[src/rtl/lab_pkg.sv]
// Shared types and default timing constants for the button input path (50 MHz board clock).
package lab_pkg;

    // Per-channel press-tracking state.
    typedef enum logic [1:0] {
        IDLE    = 2'd0,
        PRESSED = 2'd1,
        HELD    = 2'd2
    } btn_state_t;

    // Default cycle counts at 50 MHz.
    localparam int unsigned DEBOUNCE_10MS = 500_000;
    localparam int unsigned LONG_1S       = 50_000_000;
    localparam int unsigned REPEAT_200MS  = 10_000_000;

    // Larger of two cycle counts; sizes the shared hold counter.
    function automatic int unsigned max_cycles(input int unsigned a, input int unsigned b);
        return (a > b) ? a : b;
    endfunction

endpackage

[src/rtl/button_channel.sv]
// One button: 2-flop synchronizer, debounce filter, press/long/repeat/release FSM.
module button_channel
    import lab_pkg::*;
#(
    parameter bit          ACTIVE_LOW      = 1'b1,
    parameter int unsigned DEBOUNCE_CYCLES = DEBOUNCE_10MS,
    parameter int unsigned LONG_CYCLES     = LONG_1S,
    parameter int unsigned REPEAT_CYCLES   = REPEAT_200MS
) (
    input  logic clockIn,
    input  logic reset,
    input  logic buttonRaw,
    output logic pressed,
    output logic pressPulse,
    output logic releasePulse,
    output logic longPulse,
    output logic repeatPulse
);

    localparam int unsigned DB_W   = $clog2(DEBOUNCE_CYCLES);
    localparam int unsigned HOLD_W = $clog2(max_cycles(LONG_CYCLES, REPEAT_CYCLES));
    localparam logic        RAW_RELEASED = ACTIVE_LOW;

    logic              r_sync1;
    logic              r_sync2;
    logic              w_s;
    logic [DB_W-1:0]   r_db_cnt;
    logic              r_stable;
    logic              r_stable_q;
    btn_state_t        r_state;
    btn_state_t        w_state_nxt;
    logic [HOLD_W-1:0] r_hold_cnt;
    logic [HOLD_W-1:0] w_hold_nxt;
    logic              w_press;
    logic              w_release;
    logic              w_long;
    logic              w_repeat;
    logic              r_pressed;
    logic              r_press;
    logic              r_release;
    logic              r_long;
    logic              r_repeat;

    // Synchronize the raw level; reset parks both flops at the released level.
    always_ff @(posedge clockIn) begin
        if (reset) begin
            r_sync1 <= RAW_RELEASED;
            r_sync2 <= RAW_RELEASED;
        end else begin
            r_sync1 <= buttonRaw;
            r_sync2 <= r_sync1;
        end
    end

    assign w_s = r_sync2 ^ RAW_RELEASED;

    // Flip the stable level only after DEBOUNCE_CYCLES consecutive disagreeing samples.
    always_ff @(posedge clockIn) begin
        if (reset) begin
            r_db_cnt <= '0;
            r_stable <= 1'b0;
        end else if (w_s != r_stable) begin
            if (r_db_cnt == DB_W'(DEBOUNCE_CYCLES - 1)) begin
                r_stable <= w_s;
                r_db_cnt <= '0;
            end else begin
                r_db_cnt <= r_db_cnt + DB_W'(1);
            end
        end else begin
            r_db_cnt <= '0;
        end
    end

    // Retime the stable level so the FSM decision starts from a plain flop.
    always_ff @(posedge clockIn) begin
        if (reset) begin
            r_stable_q <= 1'b0;
        end else begin
            r_stable_q <= r_stable;
        end
    end

    // Next-state and pulse decode; release always overrides long/repeat.
    always_comb begin
        w_state_nxt = r_state;
        w_hold_nxt  = r_hold_cnt;
        w_press     = 1'b0;
        w_release   = 1'b0;
        w_long      = 1'b0;
        w_repeat    = 1'b0;
        case (r_state)
            IDLE: begin
                if (r_stable_q) begin
                    w_press     = 1'b1;
                    w_hold_nxt  = '0;
                    w_state_nxt = PRESSED;
                end
            end
            PRESSED: begin
                if (!r_stable_q) begin
                    w_release   = 1'b1;
                    w_hold_nxt  = '0;
                    w_state_nxt = IDLE;
                end else if (r_hold_cnt == HOLD_W'(LONG_CYCLES - 1)) begin
                    w_long      = 1'b1;
                    w_hold_nxt  = '0;
                    w_state_nxt = HELD;
                end else begin
                    w_hold_nxt  = r_hold_cnt + HOLD_W'(1);
                end
            end
            HELD: begin
                if (!r_stable_q) begin
                    w_release   = 1'b1;
                    w_hold_nxt  = '0;
                    w_state_nxt = IDLE;
                end else if (r_hold_cnt == HOLD_W'(REPEAT_CYCLES - 1)) begin
                    w_repeat    = 1'b1;
                    w_hold_nxt  = '0;
                end else begin
                    w_hold_nxt  = r_hold_cnt + HOLD_W'(1);
                end
            end
            default: begin
                w_hold_nxt  = '0;
                w_state_nxt = IDLE;
            end
        endcase
    end

    // State, hold counter and registered outputs.
    always_ff @(posedge clockIn) begin
        if (reset) begin
            r_state    <= IDLE;
            r_hold_cnt <= '0;
            r_pressed  <= 1'b0;
            r_press    <= 1'b0;
            r_release  <= 1'b0;
            r_long     <= 1'b0;
            r_repeat   <= 1'b0;
        end else begin
            r_state    <= w_state_nxt;
            r_hold_cnt <= w_hold_nxt;
            r_pressed  <= (w_state_nxt != IDLE);
            r_press    <= w_press;
            r_release  <= w_release;
            r_long     <= w_long;
            r_repeat   <= w_repeat;
        end
    end

    assign pressed      = r_pressed;
    assign pressPulse   = r_press;
    assign releasePulse = r_release;
    assign longPulse    = r_long;
    assign repeatPulse  = r_repeat;

endmodule

[src/rtl/button_conditioner.sv]
// Conditions N_BUTTONS raw push-buttons into clean level and single-cycle event buses.
module button_conditioner
    import lab_pkg::*;
#(
    parameter int unsigned N_BUTTONS       = 2,
    parameter bit          ACTIVE_LOW      = 1'b1,
    parameter int unsigned DEBOUNCE_CYCLES = DEBOUNCE_10MS,
    parameter int unsigned LONG_CYCLES     = LONG_1S,
    parameter int unsigned REPEAT_CYCLES   = REPEAT_200MS
) (
    input  logic                 clockIn,
    input  logic                 reset,
    input  logic [N_BUTTONS-1:0] buttonsRaw,
    output logic [N_BUTTONS-1:0] pressed,
    output logic [N_BUTTONS-1:0] pressPulse,
    output logic [N_BUTTONS-1:0] releasePulse,
    output logic [N_BUTTONS-1:0] longPulse,
    output logic [N_BUTTONS-1:0] repeatPulse
);

    // Reject cycle counts too small for the terminal-match counters.
    if ((DEBOUNCE_CYCLES < 2) || (LONG_CYCLES < 2) || (REPEAT_CYCLES < 2)) begin : g_param_check
        $error("button_conditioner: cycle parameters must be >= 2");
    end

    // One independent channel per button.
    for (genvar gi = 0; gi < N_BUTTONS; gi++) begin : g_chan
        button_channel #(
            .ACTIVE_LOW     (ACTIVE_LOW),
            .DEBOUNCE_CYCLES(DEBOUNCE_CYCLES),
            .LONG_CYCLES    (LONG_CYCLES),
            .REPEAT_CYCLES  (REPEAT_CYCLES)
        ) u_chan (
            .clockIn     (clockIn),
            .reset       (reset),
            .buttonRaw   (buttonsRaw[gi]),
            .pressed     (pressed[gi]),
            .pressPulse  (pressPulse[gi]),
            .releasePulse(releasePulse[gi]),
            .longPulse   (longPulse[gi]),
            .repeatPulse (repeatPulse[gi])
        );
    end

endmodule

[config.mk]
export PLATFORM = sky130hd
export DESIGN_NAME = button_conditioner
export DESIGN_NICKNAME = d
export VERILOG_FILES = /design/src/rtl/lab_pkg.sv /design/src/rtl/button_channel.sv /design/src/rtl/button_conditioner.sv
export SDC_FILE = /design/constraint.sdc
export NUM_CORES = 1
export LEC_CHECK = 0
export BUFFER_PORTS_ARGS = -buffer_cell sky130_fd_sc_hd__buf_2
export CORE_AREA = 2 2 107 109
export DETAILED_ROUTE_END_ITERATION = 10
export DIE_AREA = 0 0 109 111
export GPL_TIMING_DRIVEN = 1
export PLACE_DENSITY = 0.65
export SETUP_SLACK_MARGIN = 0.5
export SLEW_MARGIN = 15
export SYNTH_ARGS = -nofsm -noshare
export SYNTH_HDL_FRONTEND = slang
export SYNTH_SLANG_ARGS = --single-unit
[constraint.sdc]
create_clock -name clockIn -period 2.7 [get_ports clockIn]
set_input_delay 0.27 -clock clockIn [delete_from_list [all_inputs] [get_ports clockIn]]
set_output_delay 0.27 -clock clockIn [all_outputs]
set_load 0.005 [all_outputs]
==> results of run 1 <==
[layout make-up]
cell class	instances	area [um2]	area share, %
multi-input cells	478	2999	49.31
flip-flops and latches	112	2266	37.26
repair buffers	35	290.3	4.773
clock buffers	11	242.7	3.991
well taps	143	178.9	2.942
inverters	17	63.81	1.049
clock inverters	5	41.29	0.6789
[cell usage in the layout (no fill, tap or decap), types with 5 or more instances in the layout]
| cell | n |
|---|---|
| o21ai_0 | 16 |
| nor4b_1 | 5 |
| nor2_1 | 69 |
| buf_2 | 14 |
| nand2b_1 | 12 |
| inv_1 | 17 |
| dfxtp_1 | 97 |
| clkbuf_16 | 11 |
| and2_1 | 9 |
| or2_2 | 6 |
| nor3_1 | 18 |
| ha_1 | 10 |
| dfxtp_2 | 13 |
| xnor2_1 | 15 |
| a21oi_1 | 28 |
| nand4_1 | 20 |
| or3_1 | 5 |
| nor4_1 | 9 |
| a31oi_1 | 37 |
| nand3_1 | 41 |
| a22o_1 | 5 |
| nor2b_1 | 9 |
| nand2_1 | 56 |
| xor2_1 | 25 |
| buf_4 | 14 |
| and3_1 | 16 |
[metrics by stage]
step                      instance area (um2)  std cells
after floorplan                          5355        640
after global placement                   5473        769
after detailed placement                 5473        769
after CTS                                5869        793
after global routing                     6082        801
final                                    6082        801
[synthesized netlist by cell type (all sizes together) (4+ instances only)]
| cell | instances | share of area, % |
|---|---|---|
| dfxtp | 112 | 42 |
| nor2 | 70 | 4.9 |
| nand2 | 58 | 4.1 |
| nand3 | 43 | 4.0 |
| a31oi | 37 | 4.3 |
| a21oi | 33 | 3.2 |
| xor2 | 25 | 4.1 |
| nand4 | 20 | 2.3 |
| nor3 | 19 | 1.8 |
| o21ai | 19 | 1.8 |
| and3 | 17 | 2.0 |
| buf | 17 | 2.4 |
| inv | 17 | 1.2 |
| clkbuf | 16 | 1.1 |
| xnor2 | 15 | 2.5 |
| ha | 12 | 2.8 |
| nand2b | 12 | 1.4 |
| nor4 | 12 | 1.4 |
| and2 | 10 | 1.2 |
| nor2b | 9 | 1.1 |
| or2 | 7 | 0.82 |
| or3 | 7 | 0.82 |
| or4 | 6 | 0.91 |
| a22o | 5 | 0.82 |
| and4 | 5 | 0.82 |
| nor4b | 5 | 0.82 |
| o31ai | 4 | 0.91 |
[power by group through the flow]
| stage | Sequential, W | Combinational, W | Clock, W |
|---|---|---|---|
| 2_1_floorplan | 0.00169 | 0.0000258 | 0 |
| 3_3_place_gp | 0.00169 | 0.0000363 | 0 |
| 3_5_place_dp | 0.00169 | 0.0000364 | 0 |
| 4_1_cts | 0.00166 | 0.0000367 | 0.00131 |
| 5_1_grt | 0.00165 | 0.0000414 | 0.00138 |
| 6_report | 0.00165 | 0.0000373 | 0.00129 |
[state kept, by name, indices dropped and copies added (netlist names)]
name and count:
g_chan.u_chan.repeatPulse 2, g_chan.u_chan.r_hold_cnt 52, g_chan.u_chan.pressPulse 2, g_chan.u_chan.r_db_cnt 38, g_chan.u_chan.longPulse 2, g_chan.u_chan.r_sync2 2, g_chan.u_chan.releasePulse 2, g_chan.u_chan.r_state 4
g_chan.u_chan.r_sync1 2, g_chan.u_chan.pressed 2, g_chan.u_chan.r_stable 2, g_chan.u_chan.r_stable_q 2
[routing by layer]
layer | share of wire, % | GRT usage (%) | vias up | wire length, um
li1 | - | - | 2316 | -
met1 | 47 | 25.47 | 2152 | 5454
met2 | 46 | 30.27 | 137 | 5319
met3 | 5.3 | 3.586 | 15 | 613
met4 | 1.7 | 8.547 | 0 | 202
met5 | 0 | 0 | - | 0
[logic make-up (layout without fill, tap and decap cells)]
logic type	Yosys count	in the layout	share of synthesized area, %
xor gates and xnor gates	40	40	6.559
buffers and inverters	50	68	4.685
adders and majority gates	12	12	2.811
AOI/OAI and AO/OA	116	116	13.87
and+or+nand+nor	306	306	29.33
muxes	4	4	0.7730
DFF	112	112	41.98
[what timing repair did]
| action | in CTS | in global routing |
|---|---|---|
| endpoints found under the setup margin | 40 | 83 |
| gates resized for setup | 17 | 32 |
| pin swaps | 8 | 6 |
| buffers inserted | 7 | 5 |
| cloned | 1 | 3 |
[worst max-delay path, stage by stage (launching register included)]
cell and delay [ns]:
dfxtp_2 0.34, or4_1 0.52, or4_4 0.45, o31ai_4 0.22
a21oi_4 0.11, buf_6 0.15, buf_6 0.12, mux2_2 0.25
[worst paths after layout]
path	startpoint	endpoint	slack, ns	cells after the start
max	g_chan[0].u_chan.r_hold_cnt[22]$_SDFFE_PP0P_	g_chan[0].u_chan.r_hold_cnt[0]$_SDFFE_PP0P_	0.42	7
min	buttonsRaw[1]	g_chan[1].u_chan.r_sync1$_SDFF_PP1_	0.1	2
max reg2reg	g_chan[0].u_chan.r_hold_cnt[22]$_SDFFE_PP0P_	g_chan[0].u_chan.r_hold_cnt[0]$_SDFFE_PP0P_	0.42	7
min reg2reg	g_chan[1].u_chan.r_sync1$_SDFF_PP1_	g_chan[1].u_chan.r_sync2$_SDFF_PP1_	0.41	1
==> impl_metrics.env, run 1 <==
export IMPL_setup_ws_ns=0.4245
export IMPL_clock_sinks=112
export IMPL_pre_cts_ws_ns=0.2915
export IMPL_place_congestion=0.8777
export IMPL_synth_edf_count=0
export IMPL_numCtsBuffers=9
export IMPL_ir_worst_vdd_uv=433.5
export IMPL_clockRootBuffer="clkbuf_16"
export IMPL_syn_nets=656
export IMPL_drive_above_1_share_pct=15.35
export IMPL_p_int_w=0.002320
export IMPL_outcome="completed"
export IMPL_post_route_util_pct=54.91
export IMPL_hpwl_mm=7.606
export IMPL_die_height_um=111
export IMPL_p_switching_w=0.0006595
export IMPL_syn2layout_area_growth_pct=13.87
export IMPL_drtAntennaViolNets=0
export IMPL_grt_pass1_vias=4271
export IMPL_critPathCaptureType="flip-flop"
export IMPL_wire_per_inst_um=14.47
export IMPL_syn_area_um2=5341
export IMPL_ys_types=57
export IMPL_max_freq_mhz=439.5
export IMPL_fillCellCount=987
export IMPL_vias=4620
export IMPL_cp_arrival_ns=2.52
export IMPL_report_final_slew_viol_count=0
export IMPL_htreeDepth=3
export IMPL_ys_async_sr_fraction_pct=0
export IMPL_die_area_um2=12100
export IMPL_postSynthCellCount=640
export IMPL_rows=39
export IMPL_ios=14
export IMPL_clock_skew_ns=0.007430
export IMPL_antenna_found_initial=0
export IMPL_startpoint_type="flip-flop"
export IMPL_leakage_nw=2.015
export IMPL_seq_power_share_pct=55.5
export IMPL_setup_viol=0
export IMPL_firstDrtPassIters=5
export IMPL_start_util_pct=48.22
export IMPL_path_class="flip-flop to flip-flop"
export IMPL_rsz0062_at_grt="yes"
export IMPL_cts_buffer_depth=2
export IMPL_core_um2=11080
export IMPL_drcViolationCount=0
export IMPL_fin_crit_ns=2.276
export IMPL_drt_total_wl_mm=11.59
export IMPL_final_min_period_over_clock_period_pct=84.28
export IMPL_finish_net_count=669
export IMPL_p_total_w=0.002980
export IMPL_p_clk_share_pct=43.3
export IMPL_die_w_um=109
export IMPL_worst_slew_pin_slew_ns=0.6443
export IMPL_syn_area_per_cell_um2=8.346
export IMPL_ys_seq_elements=112
export IMPL_hold_path_class="input port to flip-flop"
export IMPL_relSlewSlack_pct=56.96
export IMPL_power_density_nw_per_um2=490.0
export IMPL_synth_ff_type="dfxtp_1"
export IMPL_grt_ovfl_total=0
export IMPL_clk_latency_ns=0.36
export IMPL_vias_per_cell=5.768
export IMPL_postCtsHoldBufs=0
export IMPL_whs_ns=0.09855
export IMPL_maxCapViolCount=0
export IMPL_antenna_cells=0
export IMPL_tritoncts="done"
export IMPL_drtIter0Drc=322
export IMPL_clk_pin_slew_ns=0.07
export IMPL_required_ns=2.95
export IMPL_io_buffers=13
export IMPL_swShare_pct=22.13
export IMPL_tns_ns=0
export IMPL_grt_max_degree=30
export IMPL_ys_seq_area_share_pct=41.98
export IMPL_yosysWarningCount=0
export IMPL_power_frac_comb_pct=1.3
export IMPL_grt_pass1_wl_mm=19.16
export IMPL_track_usage_pct=19.25
export IMPL_hold_viol=0
export IMPL_crit_fanout=7
(Power assumes the default switching activity.)
==> run 2, diff against run 1 <==
--- a/config.mk
+++ b/config.mk
@@ -5,10 +5,11 @@
 export SDC_FILE = /design/constraint.sdc
 export NUM_CORES = 1
 export LEC_CHECK = 0
+export ABC_AREA = 1
 export BUFFER_PORTS_ARGS = -buffer_cell sky130_fd_sc_hd__buf_2
-export CORE_AREA = 2 2 107 109
+export CORE_AREA = 2 2 117 119
 export DETAILED_ROUTE_END_ITERATION = 10
-export DIE_AREA = 0 0 109 111
+export DIE_AREA = 0 0 119 121
 export GPL_TIMING_DRIVEN = 1
 export PLACE_DENSITY = 0.65
 export SETUP_SLACK_MARGIN = 0.5
==> constraint.sdc (replaced) <==
create_clock -name clockIn -period 2.15 [get_ports clockIn]
set_input_delay 0.215 -clock clockIn [delete_from_list [all_inputs] [get_ports clockIn]]
set_output_delay 0.215 -clock clockIn [all_outputs]
set_load 0.005 [all_outputs]
==> impl_metrics.env, run 2 <==
export IMPL_outcome="completed"
export IMPL_ios=14
export IMPL_maxCapViolCount=0
export IMPL_die_area_um2=14400
export IMPL_io_buffers=13
export IMPL_clock_skew_ns=0.007860
export IMPL_synth_edf_count=0
export IMPL_ir_worst_vdd_uv=336.4
export IMPL_antenna_cells=0
export IMPL_top_regs="g_chan.u_chan.r_hold_cnt x52, g_chan.u_chan.r_db_cnt x38, g_chan.u_chan.r_state x4"
export IMPL_startpoint="g_chan[1].u_chan.r_state[1]$_SDFF_PP0_"
export IMPL_register_area_um2=2295
export IMPL_drtIter0Drc=353
export IMPL_finalInstanceArea_um2=7637
export IMPL_whs_ns=0.06019
export IMPL_startpoint_type="flip-flop"
export IMPL_grt_pass1_wl_mm=24.50
export IMPL_top_register="g_chan.u_chan.r_hold_cnt"
export IMPL_wire_per_inst_um=12.56
export IMPL_vias_per_cell=4.985
export IMPL_grt_ovfl_total=0
export IMPL_postSynthCellCount=1012
export IMPL_clock_sinks=112
export IMPL_fin_crit_ns=1.584
export IMPL_cp_arrival_ns=1.87
export IMPL_synthTopCellsByArea="dfxtp_1 35%, nand2_1 17%, nor2_1 10%, inv_1 6.9%, nand3_1 5.8%"
export IMPL_drive_above_1_share_pct=19.43
export IMPL_relSlewSlack_pct=72.16
export IMPL_htreeDepth=3
export IMPL_die_height_um=121
export IMPL_setup_viol=0
export IMPL_reg2reg_from="g_chan[1].u_chan.r_state[1]$_SDFF_PP0_"
export IMPL_finish_net_count=1056
export IMPL_firstDrtPassIters=5
export IMPL_tns_ns=0
export IMPL_tritoncts="done"
export IMPL_ys_async_sr_fraction_pct=0
export IMPL_clockRootBuffer="clkbuf_16"
export IMPL_cts_buffer_depth=2
export IMPL_power_density_nw_per_um2=505.5
export IMPL_clk_latency_ns=0.36
export IMPL_dpl_instance_area_um2=6549
export IMPL_syn_area_um2=6390
export IMPL_required_ns=2.44
export IMPL_max_freq_mhz=631.2
export IMPL_hold_path_class="input port to flip-flop"
export IMPL_cpMaxStageDelayCell="dfxtp_2"
export IMPL_core_um2=13090
export IMPL_cp_top_family="flip-flops"
export IMPL_layout_commonest_cell="nand2_1"
export IMPL_rows=42
export IMPL_synth_ff_type="dfxtp_1"
export IMPL_start_util_pct=48.83
export IMPL_grt_max_degree=61
export IMPL_report_final_slew_viol_count=0
export IMPL_drcViolationCount=0
export IMPL_hpwl_mm=9.778
export IMPL_min_from="buttonsRaw[0]"
export IMPL_yosys_top_cells_count="286 x nand2_1, 170 x nor2_1, 117 x inv_1"
export IMPL_track_usage_pct=20.75
export IMPL_fillCellCount=1256
export IMPL_use_met2_pct=33.44
export IMPL_place_congestion=0.9187
export IMPL_leakage_nw=2.844
export IMPL_syn_area_per_cell_um2=6.314
export IMPL_yosysWarningCount=0
export IMPL_synth_area_leader_cell="dfxtp_1"
export IMPL_crit_fanout=5
export IMPL_use_met3_pct=3.618
export IMPL_antenna_found_initial=0
export IMPL_worst_slew_pin_slew_ns=0.4137
export IMPL_largest_reg_flops=52
export IMPL_syn_nets=1028
export IMPL_synth_most_common_cell="nand2_1"
export IMPL_grt_pass1_vias=5331
export IMPL_postCtsHoldBufs=0
export IMPL_grt_use_met1_pct=27.44
export IMPL_rsz0062_at_grt="yes"
export IMPL_clk_pin_slew_ns=0.08
export IMPL_path_cells="inv_2, ha_1, inv_2, nor2_4, buf_6, nand2_1, a2bb2oi_2, nand2_1, a21oi_1"
export IMPL_layout_common_cells="269 x nand2_1, 149 x nor2_1, 110 x inv_1"
export IMPL_vias=6087
export IMPL_path_class="flip-flop to flip-flop"
export IMPL_critPathCaptureType="flip-flop"
export IMPL_drt_total_wl_mm=15.34
export IMPL_syn2layout_area_growth_pct=19.52
export IMPL_synth_top_area_share_pct=35.09
export IMPL_ys_seq_elements=112
export IMPL_die_w_um=119
export IMPL_final_min_period_over_clock_period_pct=73.69
export IMPL_numCtsBuffers=9
export IMPL_drtAntennaViolNets=0
export IMPL_ys_types=36
export IMPL_ys_seq_area_share_pct=35.09
export IMPL_slowest_delay_ns=0.36
export IMPL_grt_most_used_layer="met2"
export IMPL_hold_viol=0
export IMPL_path_buf_inv=3
export IMPL_multi_input_area_um2=4013
run 2: changes by cell type after synthesis, moves of 31 or more:
cell     previous run  this run
nand2_1            58       286
nand3_1            43        74
a21oi_1            32        67
inv_1              17       117
a31oi_1            37         1
nor2_1             70       170
run 2: cell type report:
cell class,instances,area share [%]
well taps,176,2.883
multi-input cells,752,52.54
inverters,119,5.914
flip-flops and latches,112,30.05
clock inverters,6,0.8683
repair buffers,46,4.620
clock buffers,10,3.129
run 2: path summary, 6_finish.rpt:
| path | to | slack, ns | cells after the start |
|---|---|---|---|
| hold reg to reg | g_chan[1].u_chan.r_sync2$_SDFF_PP1_ | 0.42 | 1 |
| setup / recovery | g_chan[1].u_chan.r_hold_cnt[9]$_SDFFE_PP0P_ | 0.57 | 9 |
| hold / removal | g_chan[0].u_chan.r_sync1$_SDFF_PP1_ | 0.06 | 2 |
| setup reg to reg | g_chan[1].u_chan.r_hold_cnt[9]$_SDFFE_PP0P_ | 0.57 | 9 |
run 2: routing by layer:
layer / routed length, um / share of wire, % / vias up
met2: 7134 / 47 / 127
met3: 678 / 4.4 / 29
met4: 398 / 2.6 / 0
met5: 0 / 0 / -
li1: - / - / 3241
met1: 7124 / 46 / 2690
run 2: what timing repair did:
item,in CTS,in global routing
cloned,0,6
pin swaps,9,31
buffers inserted,12,11
endpoints found under the setup margin,83,98
resized for setup,24,131
run 2: report_power, final:
part           total [W]  internal [W]  leakage [nW]  switching, W
registers        0.00207       0.00207         0.921    0.00000301
logic          0.0000503     0.0000144          1.77     0.0000359
clock network    0.00174      0.000940         0.153      0.000796
total            0.00386       0.00303          2.84      0.000835
run 2: logic make-up after synthesis:
family | Yosys count | share of synthesized area, %
AOI/OAI and AO/OA | 95 | 7.637
xor gates and xnor gates | 26 | 3.564
adders and majority gates | 12 | 2.350
buffers and inverters | 154 | 10.34
DFF | 112 | 35.09
and+or+nand+nor | 613 | 41.02
run 2: through the flow:
| step | power, W | utilization [%] | instances | worst slack (ns) |
|---|---|---|---|---|
| floorplan | 0.002157 | - | 1012 | 0.5620 |
| global placement | 0.002175 | 50.05 | 1176 | 0.2255 |
| detailed placement | 0.002174 | 50.05 | 1176 | 0.1618 |
| CTS | 0.003912 | 53.76 | 1204 | 0.4880 |
| global route | 0.003982 | 58.37 | 1221 | 0.4671 |
| finish | 0.003861 | 58.37 | 1221 | 0.5656 |
run 2: worst register-to-register path: stages (launching register included):
cell and delay, ns:
dfxtp_2 0.36, inv_2 0.06, ha_1 0.28, inv_2 0.05
nor2_4 0.22, buf_6 0.17, nand2_1 0.07, a2bb2oi_2 0.11
nand2_1 0.06, a21oi_1 0.13
==> run 3, diff against run 2 <==
--- a/config.mk
+++ b/config.mk
@@ -5,13 +5,13 @@
 export SDC_FILE = /design/constraint.sdc
 export NUM_CORES = 1
 export LEC_CHECK = 0
-export ABC_AREA = 1
+export ABC_AREA = 0
 export BUFFER_PORTS_ARGS = -buffer_cell sky130_fd_sc_hd__buf_2
-export CORE_AREA = 2 2 117 119
+export CORE_AREA = 2 2 107 109
 export DETAILED_ROUTE_END_ITERATION = 10
-export DIE_AREA = 0 0 119 121
+export DIE_AREA = 0 0 109 111
 export GPL_TIMING_DRIVEN = 1
-export PLACE_DENSITY = 0.65
+export PLACE_DENSITY = 0.67
 export SETUP_SLACK_MARGIN = 0.5
 export SLEW_MARGIN = 15
 export SYNTH_ARGS = -nofsm -noshare
==> constraint.sdc (replaced) <==
create_clock -name clockIn -period 1.28 [get_ports clockIn]
set_input_delay 0.128 -clock clockIn [delete_from_list [all_inputs] [get_ports clockIn]]
set_output_delay 0.128 -clock clockIn [all_outputs]
set_load 0.005 [all_outputs]
==> impl_metrics.env, run 3 (synthesis gave the netlist of run 1 again) <==
export IMPL_report_final_slew_viol_count=0
export IMPL_grt_pass1_vias=5714
export IMPL_start_util_pct=48.22
export IMPL_path_cells="or4_1, or4_4, o31ai_4, a21oi_4, buf_12, mux2_2"
export IMPL_met1_length_mm=7.348
export IMPL_largest_reg_flops=52
export IMPL_route_met3_wl_um=984
export IMPL_layout_common_cells="183 x buf_4, 73 x dfxtp_1, 49 x nand2_1"
export IMPL_fin_crit_ns=2.228
export IMPL_drt_total_wl_mm=19.54
export IMPL_drtIter0Drc=344
export IMPL_max_freq_mhz=448.9
export IMPL_hpwl_mm=9.705
export IMPL_ir_worst_vdd_uv=1330
export IMPL_die_height_um=111
export IMPL_relSlewSlack_pct=64.98
export IMPL_drtAntennaViolNets=0
export IMPL_startpoint_type="flip-flop"
export IMPL_firstDrtPassIters=5
export IMPL_cp_arrival_ns=2.49
export IMPL_top_regs="g_chan.u_chan.r_hold_cnt x52, g_chan.u_chan.r_db_cnt x38, g_chan.u_chan.r_state x4"
export IMPL_register_area_um2=2296
export IMPL_ios=14
export IMPL_final_min_period_over_clock_period_pct=174.0
export IMPL_clock_skew_ns=0.01327
export IMPL_drcViolationCount=0
export IMPL_wire_per_inst_um=19.48
export IMPL_vias_per_cell=5.945
export IMPL_drive_above_1_share_pct=53.37
export IMPL_numCtsBuffers=9
export IMPL_htreeDepth=3
export IMPL_path_class="flip-flop to flip-flop"
export IMPL_rsz0062_at_grt="yes"
export IMPL_layout_commonest_cell="buf_4"
export IMPL_fillCellCount=634
export IMPL_rows=39
export IMPL_clk_pin_slew_ns=0.08
export IMPL_top_register="g_chan.u_chan.r_hold_cnt"
export IMPL_antenna_found_initial=0
export IMPL_critPathCaptureType="flip-flop"
export IMPL_multi_input_area_um2=3862
export IMPL_syn2layout_area_growth_pct=65.50
export IMPL_crit_fanout=26
export IMPL_slowest_delay_ns=0.51
export IMPL_hold_viol=0
export IMPL_grt_ovfl_total=0
export IMPL_vias=5963
export IMPL_hold_path_class="input port to flip-flop"
export IMPL_finish_net_count=871
export IMPL_setup_viol=103
export IMPL_top_layer="met4"
export IMPL_io_buffers=13
export IMPL_power_density_nw_per_um2=746.4
export IMPL_worst_slew_pin_slew_ns=0.5252
export IMPL_die_area_um2=12100
export IMPL_cpMaxStageDelayCell="or4_1"
export IMPL_p_total_w=0.006598
export IMPL_track_usage_pct=27.73
export IMPL_violations="setup timing"
export IMPL_grt_max_degree=27
export IMPL_outcome="finished with violations"
export IMPL_clockRootBuffer="clkbuf_16"
export IMPL_met2_length_mm=10.38
export IMPL_whs_ns=0.1289
export IMPL_clock_sinks=112
export IMPL_required_ns=1.54
export IMPL_maxCapViolCount=0
export IMPL_die_w_um=109
export IMPL_tritoncts="done"
export IMPL_cts_buffer_depth=2
export IMPL_leakage_nw=3.398
export IMPL_antenna_cells=0
export IMPL_grt_pass1_wl_mm=26.84
export IMPL_setup_ws_ns=-0.9476
export IMPL_core_um2=11080
export IMPL_clk_latency_ns=0.38
export IMPL_place_congestion=0.9000
-- run 3: cell types whose count changed in the layout (fill, tap and decap cells not counted), sizes merged, moves of 16 or more --
cell,change
a21oi,-34
a31oi,+36
and3,+16
buf,+187
inv,-99
nand2,-241
nand3,-32
nor2,-115
-- run 3: repair_timing --
action | in CTS | in global routing
hold buffers | 2 | 0
setup endpoints to repair | 116 | 116
endpoints found under the hold margin | 2 | 0
pin swaps | 41 | 25
buffers inserted | 22 | 16
gates resized for setup | 112 | 98
cloned | 7 | 1
-- run 3: where the power goes --
group	internal, W	switching (W)
combinational	0.0000989	0.000102
sequential	0.00348	0.00000732
clock	0.00139	0.00152
total	0.00497	0.00163
-- run 3: worst max-delay path, delay by kind of cell, from the launching register on --
| kind | cells | cell delay (ns) |
|---|---|---|
| buffers and inverters | 1 | 0.19 |
| and+or+nand+nor | 2 | 0.96 |
| muxes | 1 | 0.26 |
| AOI/OAI and AO/OA | 2 | 0.37 |
| DFF | 1 | 0.32 |
-- run 3: per-stage QoR --
stage          utilization [%]  setup slack (ns)  cell area (um2)  std cells  setup TNS, ns
2_1_floorplan                -           -0.9472             5798        640         -39.63
3_3_place_gp             64.20           -0.9144             7112        939         -53.25
3_5_place_dp             64.20           -0.9647             7112        939         -57.34
4_1_cts                  74.79           -0.9154             8284        986         -49.32
5_1_grt                  79.80           -0.9886             8840       1003         -67.22
6_report                 79.80           -0.9476             8840       1003         -60.29
-- run 3: cell type report --
type                       instances  share of cell area (%)
clock buffer                       9                   2.548
sequential                       112                   25.97
multi-input combinational        479                   43.69
clock inverter                     7                  0.8209
timing repair buffer             236                   24.16
inverter                          17                  0.7785
tap                              143                   2.024
-- run 3: path summary, 6_finish.rpt --
path	startpoint	end	slack, ns	cells after the start
setup / recovery	g_chan[0].u_chan.r_hold_cnt[22]$_SDFFE_PP0P_	g_chan[0].u_chan.r_hold_cnt[0]$_SDFFE_PP0P_	-0.95	6
hold / removal	reset	g_chan[0].u_chan.r_sync1$_SDFF_PP1_	0.13	3
setup reg to reg	g_chan[0].u_chan.r_hold_cnt[22]$_SDFFE_PP0P_	g_chan[0].u_chan.r_hold_cnt[0]$_SDFFE_PP0P_	-0.95	6
hold reg to reg	g_chan[0].u_chan.r_hold_cnt[12]$_SDFFE_PP0P_	g_chan[0].u_chan.r_hold_cnt[12]$_SDFFE_PP0P_	0.46	1
-- run 3: routing by layer --
metal	up-vias	GRT usage, %
li1	2731	-
met1	2898	32.44
met2	244	48.53
met3	90	5.938
met4	0	10.85
met5	-	0
